## src/rtl/alu_sequencer_if.sv

```systemverilog
// Request, response and ALU-side signals of the ALU issue sequencer.
// The slave modport is the sequencer; the master modport is its environment.
interface alu_sequencer_if;
  logic        req_valid;
  logic        req_ready;
  logic [10:0] req_opcode;
  logic [63:0] req_a;
  logic [63:0] req_b;
  logic [3:0]  ALUControl;
  logic [63:0] alu_a;
  logic [63:0] alu_b;
  logic [63:0] alu_result;
  logic        alu_zero;
  logic        rsp_valid;
  logic        rsp_ready;
  logic [63:0] rsp_result;
  logic        rsp_zero;
  logic        rsp_illegal;

  modport slave (
    input  req_valid, req_opcode, req_a, req_b, alu_result, alu_zero, rsp_ready,
    output req_ready, ALUControl, alu_a, alu_b, rsp_valid, rsp_result, rsp_zero, rsp_illegal
  );

  modport master (
    output req_valid, req_opcode, req_a, req_b, alu_result, alu_zero, rsp_ready,
    input  req_ready, ALUControl, alu_a, alu_b, rsp_valid, rsp_result, rsp_zero, rsp_illegal
  );
endinterface

```

## src/rtl/alu_sequencer.sv

```systemverilog
// Issue-side controller for the 64-bit ALU: decodes LEGv8 R-format ops into ALUControl.
// Define ALU_SEQ_MUL_EN to enable the iterative 64-pass shift-and-add MUL.
module alu_sequencer (
  input logic           clk,
  input logic           reset,
  alu_sequencer_if.slave bus
);
  localparam logic [3:0] CtrlAdd  = 4'b0010;
  localparam logic [3:0] CtrlIdle = 4'b1111;

  typedef enum logic [1:0] {StIdle, StExec, StMul, StResp} state_e;

  state_e      state_q;
  logic        req_ready_q, rsp_valid_q, rsp_zero_q, rsp_illegal_q;
  logic [3:0]  ctrl_q;
  logic [63:0] alu_a_q, alu_b_q, rsp_result_q;

  logic        dec_legal;
  logic [3:0]  dec_code;
`ifdef ALU_SEQ_MUL_EN
  logic        dec_mul;
  logic [63:0] mcand_q, mplier_q;
  logic [5:0]  count_q;
`endif

  always_comb begin
    dec_legal = 1'b1;
    dec_code  = CtrlIdle;
`ifdef ALU_SEQ_MUL_EN
    dec_mul   = 1'b0;
`endif
    case (bus.req_opcode)
      11'b10001011000: dec_code = 4'b0010;
      11'b11001011000: dec_code = 4'b0110;
      11'b10001010000: dec_code = 4'b0000;
      11'b10101010000: dec_code = 4'b0001;
      11'b11010010100: dec_code = 4'b0111;
`ifdef ALU_SEQ_MUL_EN
      11'b10011011000: dec_mul  = 1'b1;
`endif
      default:         dec_legal = 1'b0;
    endcase
  end

  // alu_a_q doubles as the MUL accumulator; alu_b_q is preloaded with the next partial product.
  always_ff @(posedge clk or negedge reset) begin
    if (!reset) begin
      state_q       <= StIdle;
      req_ready_q   <= 1'b1;
      rsp_valid_q   <= 1'b0;
      rsp_zero_q    <= 1'b0;
      rsp_illegal_q <= 1'b0;
      rsp_result_q  <= '0;
      ctrl_q        <= CtrlIdle;
      alu_a_q       <= '0;
      alu_b_q       <= '0;
`ifdef ALU_SEQ_MUL_EN
      mcand_q       <= '0;
      mplier_q      <= '0;
      count_q       <= '0;
`endif
    end else begin
      case (state_q)
        StIdle: begin
          if (bus.req_valid) begin
            req_ready_q <= 1'b0;
            if (!dec_legal) begin
              state_q       <= StResp;
              rsp_valid_q   <= 1'b1;
              rsp_result_q  <= '0;
              rsp_zero_q    <= 1'b1;
              rsp_illegal_q <= 1'b1;
`ifdef ALU_SEQ_MUL_EN
            end else if (dec_mul) begin
              state_q  <= StMul;
              ctrl_q   <= CtrlAdd;
              alu_a_q  <= '0;
              alu_b_q  <= bus.req_b[0] ? bus.req_a : '0;
              mcand_q  <= bus.req_a;
              mplier_q <= bus.req_b;
              count_q  <= '0;
`endif
            end else begin
              state_q <= StExec;
              ctrl_q  <= dec_code;
              alu_a_q <= bus.req_a;
              alu_b_q <= bus.req_b;
            end
          end
        end
        StExec: begin
          state_q       <= StResp;
          rsp_valid_q   <= 1'b1;
          rsp_result_q  <= bus.alu_result;
          rsp_zero_q    <= bus.alu_zero;
          rsp_illegal_q <= 1'b0;
          ctrl_q        <= CtrlIdle;
          alu_a_q       <= '0;
          alu_b_q       <= '0;
        end
`ifdef ALU_SEQ_MUL_EN
        StMul: begin
          count_q  <= count_q + 6'd1;
          mcand_q  <= mcand_q << 1;
          mplier_q <= mplier_q >> 1;
          if (count_q == 6'd63) begin
            state_q       <= StResp;
            rsp_valid_q   <= 1'b1;
            rsp_result_q  <= bus.alu_result;
            rsp_zero_q    <= bus.alu_zero;
            rsp_illegal_q <= 1'b0;
            ctrl_q        <= CtrlIdle;
            alu_a_q       <= '0;
            alu_b_q       <= '0;
          end else begin
            alu_a_q <= bus.alu_result;
            alu_b_q <= mplier_q[1] ? (mcand_q << 1) : '0;
          end
        end
`endif
        StResp: begin
          if (bus.rsp_ready) begin
            state_q     <= StIdle;
            rsp_valid_q <= 1'b0;
            req_ready_q <= 1'b1;
          end
        end
        default: state_q <= StIdle;
      endcase
    end
  end

  assign bus.req_ready   = req_ready_q;
  assign bus.rsp_valid   = rsp_valid_q;
  assign bus.rsp_result  = rsp_result_q;
  assign bus.rsp_zero    = rsp_zero_q;
  assign bus.rsp_illegal = rsp_illegal_q;
  assign bus.ALUControl  = ctrl_q;
  assign bus.alu_a       = alu_a_q;
  assign bus.alu_b       = alu_b_q;
endmodule

```

## src/flat_wrapper.sv

```systemverilog
// flat-port wrapper written by rule: the top's interface ports become plain ports
module alu_sequencer_flat 
  (clk, reset, bus_req_valid, bus_req_opcode, bus_req_a, bus_req_b, bus_alu_result, bus_alu_zero, bus_rsp_ready, bus_req_ready, bus_ALUControl, bus_alu_a, bus_alu_b, bus_rsp_valid, bus_rsp_result, bus_rsp_zero, bus_rsp_illegal);
  alu_sequencer_if bus_i ();
  input logic clk;
  input logic reset;
  input wire logic [$bits(bus_i.req_valid)-1:0] bus_req_valid;
  input wire logic [$bits(bus_i.req_opcode)-1:0] bus_req_opcode;
  input wire logic [$bits(bus_i.req_a)-1:0] bus_req_a;
  input wire logic [$bits(bus_i.req_b)-1:0] bus_req_b;
  input wire logic [$bits(bus_i.alu_result)-1:0] bus_alu_result;
  input wire logic [$bits(bus_i.alu_zero)-1:0] bus_alu_zero;
  input wire logic [$bits(bus_i.rsp_ready)-1:0] bus_rsp_ready;
  output wire logic [$bits(bus_i.req_ready)-1:0] bus_req_ready;
  output wire logic [$bits(bus_i.ALUControl)-1:0] bus_ALUControl;
  output wire logic [$bits(bus_i.alu_a)-1:0] bus_alu_a;
  output wire logic [$bits(bus_i.alu_b)-1:0] bus_alu_b;
  output wire logic [$bits(bus_i.rsp_valid)-1:0] bus_rsp_valid;
  output wire logic [$bits(bus_i.rsp_result)-1:0] bus_rsp_result;
  output wire logic [$bits(bus_i.rsp_zero)-1:0] bus_rsp_zero;
  output wire logic [$bits(bus_i.rsp_illegal)-1:0] bus_rsp_illegal;
  assign bus_i.req_valid = bus_req_valid;
  assign bus_i.req_opcode = bus_req_opcode;
  assign bus_i.req_a = bus_req_a;
  assign bus_i.req_b = bus_req_b;
  assign bus_i.alu_result = bus_alu_result;
  assign bus_i.alu_zero = bus_alu_zero;
  assign bus_i.rsp_ready = bus_rsp_ready;
  assign bus_req_ready = bus_i.req_ready;
  assign bus_ALUControl = bus_i.ALUControl;
  assign bus_alu_a = bus_i.alu_a;
  assign bus_alu_b = bus_i.alu_b;
  assign bus_rsp_valid = bus_i.rsp_valid;
  assign bus_rsp_result = bus_i.rsp_result;
  assign bus_rsp_zero = bus_i.rsp_zero;
  assign bus_rsp_illegal = bus_i.rsp_illegal;
  alu_sequencer u_core (.clk(clk), .reset(reset), .bus(bus_i));
endmodule
```

## config.mk

```make
export PLATFORM = sky130hd
export DESIGN_NAME = alu_sequencer_flat
export DESIGN_NICKNAME = d
export VERILOG_FILES = /design/src/rtl/alu_sequencer_if.sv /design/src/rtl/alu_sequencer.sv /design/src/flat_wrapper.sv
export SDC_FILE = /design/constraint.sdc
export NUM_CORES = 1
export LEC_CHECK = 0
export ABC_AREA = 1
export CELL_PAD_IN_SITES_DETAIL_PLACEMENT = 2
export CELL_PAD_IN_SITES_GLOBAL_PLACEMENT = 2
export CORE_UTILIZATION = 24
export CTS_BUF_LIST = sky130_fd_sc_hd__clkbuf_16
export CTS_CLUSTER_DIAMETER = 50
export DETAILED_ROUTE_END_ITERATION = 6
export PLACE_DENSITY = 0.86
export SLEW_MARGIN = 20
export SYNTH_ARGS = -nofsm -noshare
export SYNTH_HDL_FRONTEND = slang
export SYNTH_SLANG_ARGS = --single-unit
```

## constraint.sdc

```tcl
create_clock -name clk -period 3.1 [get_ports clk]
set_input_delay 0.62 -clock clk [delete_from_list [all_inputs] [get_ports clk]]
set_output_delay 0.62 -clock clk [all_outputs]
set_load 0.02 [all_outputs]
```

==> flow_summary.ini <==
[global_route]
grt_util_met3_pct = 7.287
grt.busiest_layer = met2
grt_pass1_wl_um = 58300
grt_antenna_before_repair = 3
met2_usage_pct = 36.20
gr-total-overflow = 0
track_usage_pct = 20.70
grt_start_max_net_pins = 108
grt_pass1_vias = 9925
grtUsageMet1_pct = 23.47

[setup_path]
cp_cell_sequence = clkdlybuf4s50_1
worst_setup_path_end_kind = primary output
cp.required_ns = 2.48
cp-start-kind = flop
worstSetupPathType = reg -> out
worstPathBufferInverterCount = 1
critPathTopFamily = buffers and inverters
critPathMaxStageDelay_ns = 0.62
cpMaxStageDelayCell = clkdlybuf4s50_1
rrSetupSlack_ns = 1.16
r2r-end = u_core.bus.alu_a[25]
worstReg2RegStart = u_core.state_q[0]
crit_path_max_fanout = 2
crit_arrival_ns = 1.66
reg2reg_depth = 6

[sta]
fmaxAchievable_ghz = 0.4391
rsz0062_at_grt = no
hold_viol = 0
tightest_slew_ns = 0.7668
final.setup_skew_ns = 0.01300
slew_headroom_pct = 48.88
post-route-period-util_pct = 73.46
tns_ns = 0
period_needed_ns = 2.277
final_max_slew_viol_count = 0
final-setup-viol-count = 0

[finish]
drive_gt1_share_pct = 7.852
area_growth_pct = 66.98
final_util_pct = 40.92
stdcell_count = 1806
fin_nets = 1532

[power_and_ir_drop]
pwr_density_cell_nw_per_um2 = 749.8
p_leak_nw = 6.835
peakVddDrop_mv = 0.4286

[detailed_routing]
wl_per_cell_um = 20.94
via_count = 8767
avgViaCountPerCell = 4.854
drt-total-wl_um = 37820
first_pass_iters = 4
ant_nets = 0
drcViolationCount = 0
drt_iter0_drc = 321

[die]
fp.dieW_um = 190.3
die_y_um = 190.3
core_um2 = 34710
ios = 408
std_cell_rows = 68
initial_utilization_pct = 24.51
die-area_um2 = 36200

[yosys]
syn-cell-area_um2 = 8507
synth_top_family_by_area = simple AND/OR/NAND/NOR gates
ys_seq_area_share_pct = 59.49
synthAdderAreaFrac_pct = 0
yosys.area_share.simple_pct = 34.59
ys_ff_latch = 202
muxShareOfSynthArea_pct = 0
synthDistinctLibCells = 22
synth_xor_area_share_pct = 0
yosysWarnings = 0
syn_inst = 943
avgSynthCellArea_um2 = 9.021
synth-compound-area-share_pct = 0.08825
synth_nets = 1151

[clocking]
cts_setup_buffers = 0
cts_resized = 0
cts_buffer_depth = 3
cts_tree = yes
cts_hold_buf = 0
htree_levels = 2
cts_buffers = 35
clock-sinks = 202
path_clk_slew_ns = 0.05
clock_latency_ns = 0.49
root_buffer = clkbuf_16

[placed_design]
placed_cells = 1742
post-dp-hpwl_um = 25370
gp_congestion = 0.7878
port_buffers = 407

[hold_path]
min_path_type = in -> async

[run]
drv_cap = 0

[status]
status = finished, final reports clean
[report_power, final]
part / internal (W) / switching, W / leakage [nW]
sequential: 0.00304 / 0.000262 / 2.72
combinational: 0.00122 / 0.00223 / 3.52
clock: 0.00250 / 0.00139 / 0.588
total: 0.00676 / 0.00389 / 6.83
[cell type report]
class                   instances  area, µm²
repair buffers                429       4343
clock buffers                  37      925.9
diodes                          1      2.502
multi-input cells             637       2975
flip-flops and latches        202       5061
well taps                     455      569.3
fillers                      3788      20510
clock inverters                26      249.0
inverters                      19      78.83
[per-layer routing]
layer | vias to the layer above | part of all wire (%)
met1 | 4407 | 39
met5 | - | 0.069
met4 | 4 | 2.6
met2 | 353 | 50
met3 | 61 | 9.0
li1 | 3942 | -
[registers in the layout (all words and copies together) (netlist names)]
name and cells:
u_core.bus.alu_b 64, u_core.bus.ALUControl 4, u_core.bus.rsp_valid 1, u_core.bus.alu_a 64
u_core.bus.rsp_zero 1, u_core.bus.rsp_illegal 1, u_core.state_q 2, u_core.bus.req_ready 1
u_core.bus.rsp_result 64
[metrics by stage]
step / worst slack, ns / cell area (µm²) / total power (W) / hold slack [ns]
final: 0.8227 / 14200 / 0.01065 / 0.1588
after floorplan: 1.411 / 8507 / 0.005068 / 0.3244
after global routing: 0.7178 / 14200 / 0.01118 / 0.1886
after global placement: 0.5005 / 13030 / 0.006639 / 0.4504
after detailed placement: 0.3543 / 13030 / 0.006780 / 0.4597
after CTS: 0.7933 / 14200 / 0.01081 / 0.1742
[cell families after synthesis]
kind of cell,Yosys count
DFF,202
buffers and inverters,104
and+or+nand+nor,636
AOI/OAI and AO/OA,1
[how the worst max path moves through the flow]
stage | cells past startpoint | start | end | slack (ns)
after floorplan | 10 | bus_req_opcode[0] | u_core.bus.alu_a[0] | 1.41
after CTS | 1 | u_core.bus.req_ready | bus_req_ready | 0.79
after detailed placement | 10 | bus_req_opcode[3] | u_core.bus.alu_a[44] | 0.35
after global routing | 10 | bus_req_opcode[8] | u_core.bus.alu_a[32] | 0.72
after global placement | 10 | bus_req_opcode[3] | u_core.bus.alu_a[50] | 0.50
final | 1 | u_core.bus.req_ready | bus_req_ready | 0.82
[cell usage in the layout, fill, tap and decap left out, types with 5 or more instances in the layout]
| cell | n |
|---|---|
| inv_1 | 18 |
| buf_4 | 14 |
| nand3_1 | 138 |
| nand2_1 | 339 |
| clkinv_2 | 7 |
| clkdlybuf4s50_1 | 406 |
| dfstp_2 | 5 |
| clkinv_1 | 5 |
| buf_12 | 8 |
| nor2_1 | 9 |
| nand4_1 | 129 |
| clkbuf_16 | 37 |
| dfrtp_1 | 197 |
| nand2_2 | 13 |
[cells in the mapped netlist]
library cell  count  area [µm²]
nand2_1         339        1272
dfrtp_1         197        4930
nand4_1         129       807.0
buf_6             5       56.30
buf_2            30       150.1
o211ai_1          1       7.510
nor2_2            1       6.260
and2_1            1       6.260
clkinv_1          1       3.750
buf_1            15       56.30
nand3b_1          1       7.510
dfstp_2           5       131.4
nand2_2          14       87.58
or2_2             1       6.260
clkbuf_1         27       101.4
inv_2             2       7.510
nand3_2           1       10.01
nor2_1           10       37.54
nor2_4            1       11.26
buf_4             8       60.06
nand3_1         138       690.7
inv_1            16       60.06
Note: power is estimated with default switching activity, not from simulation.
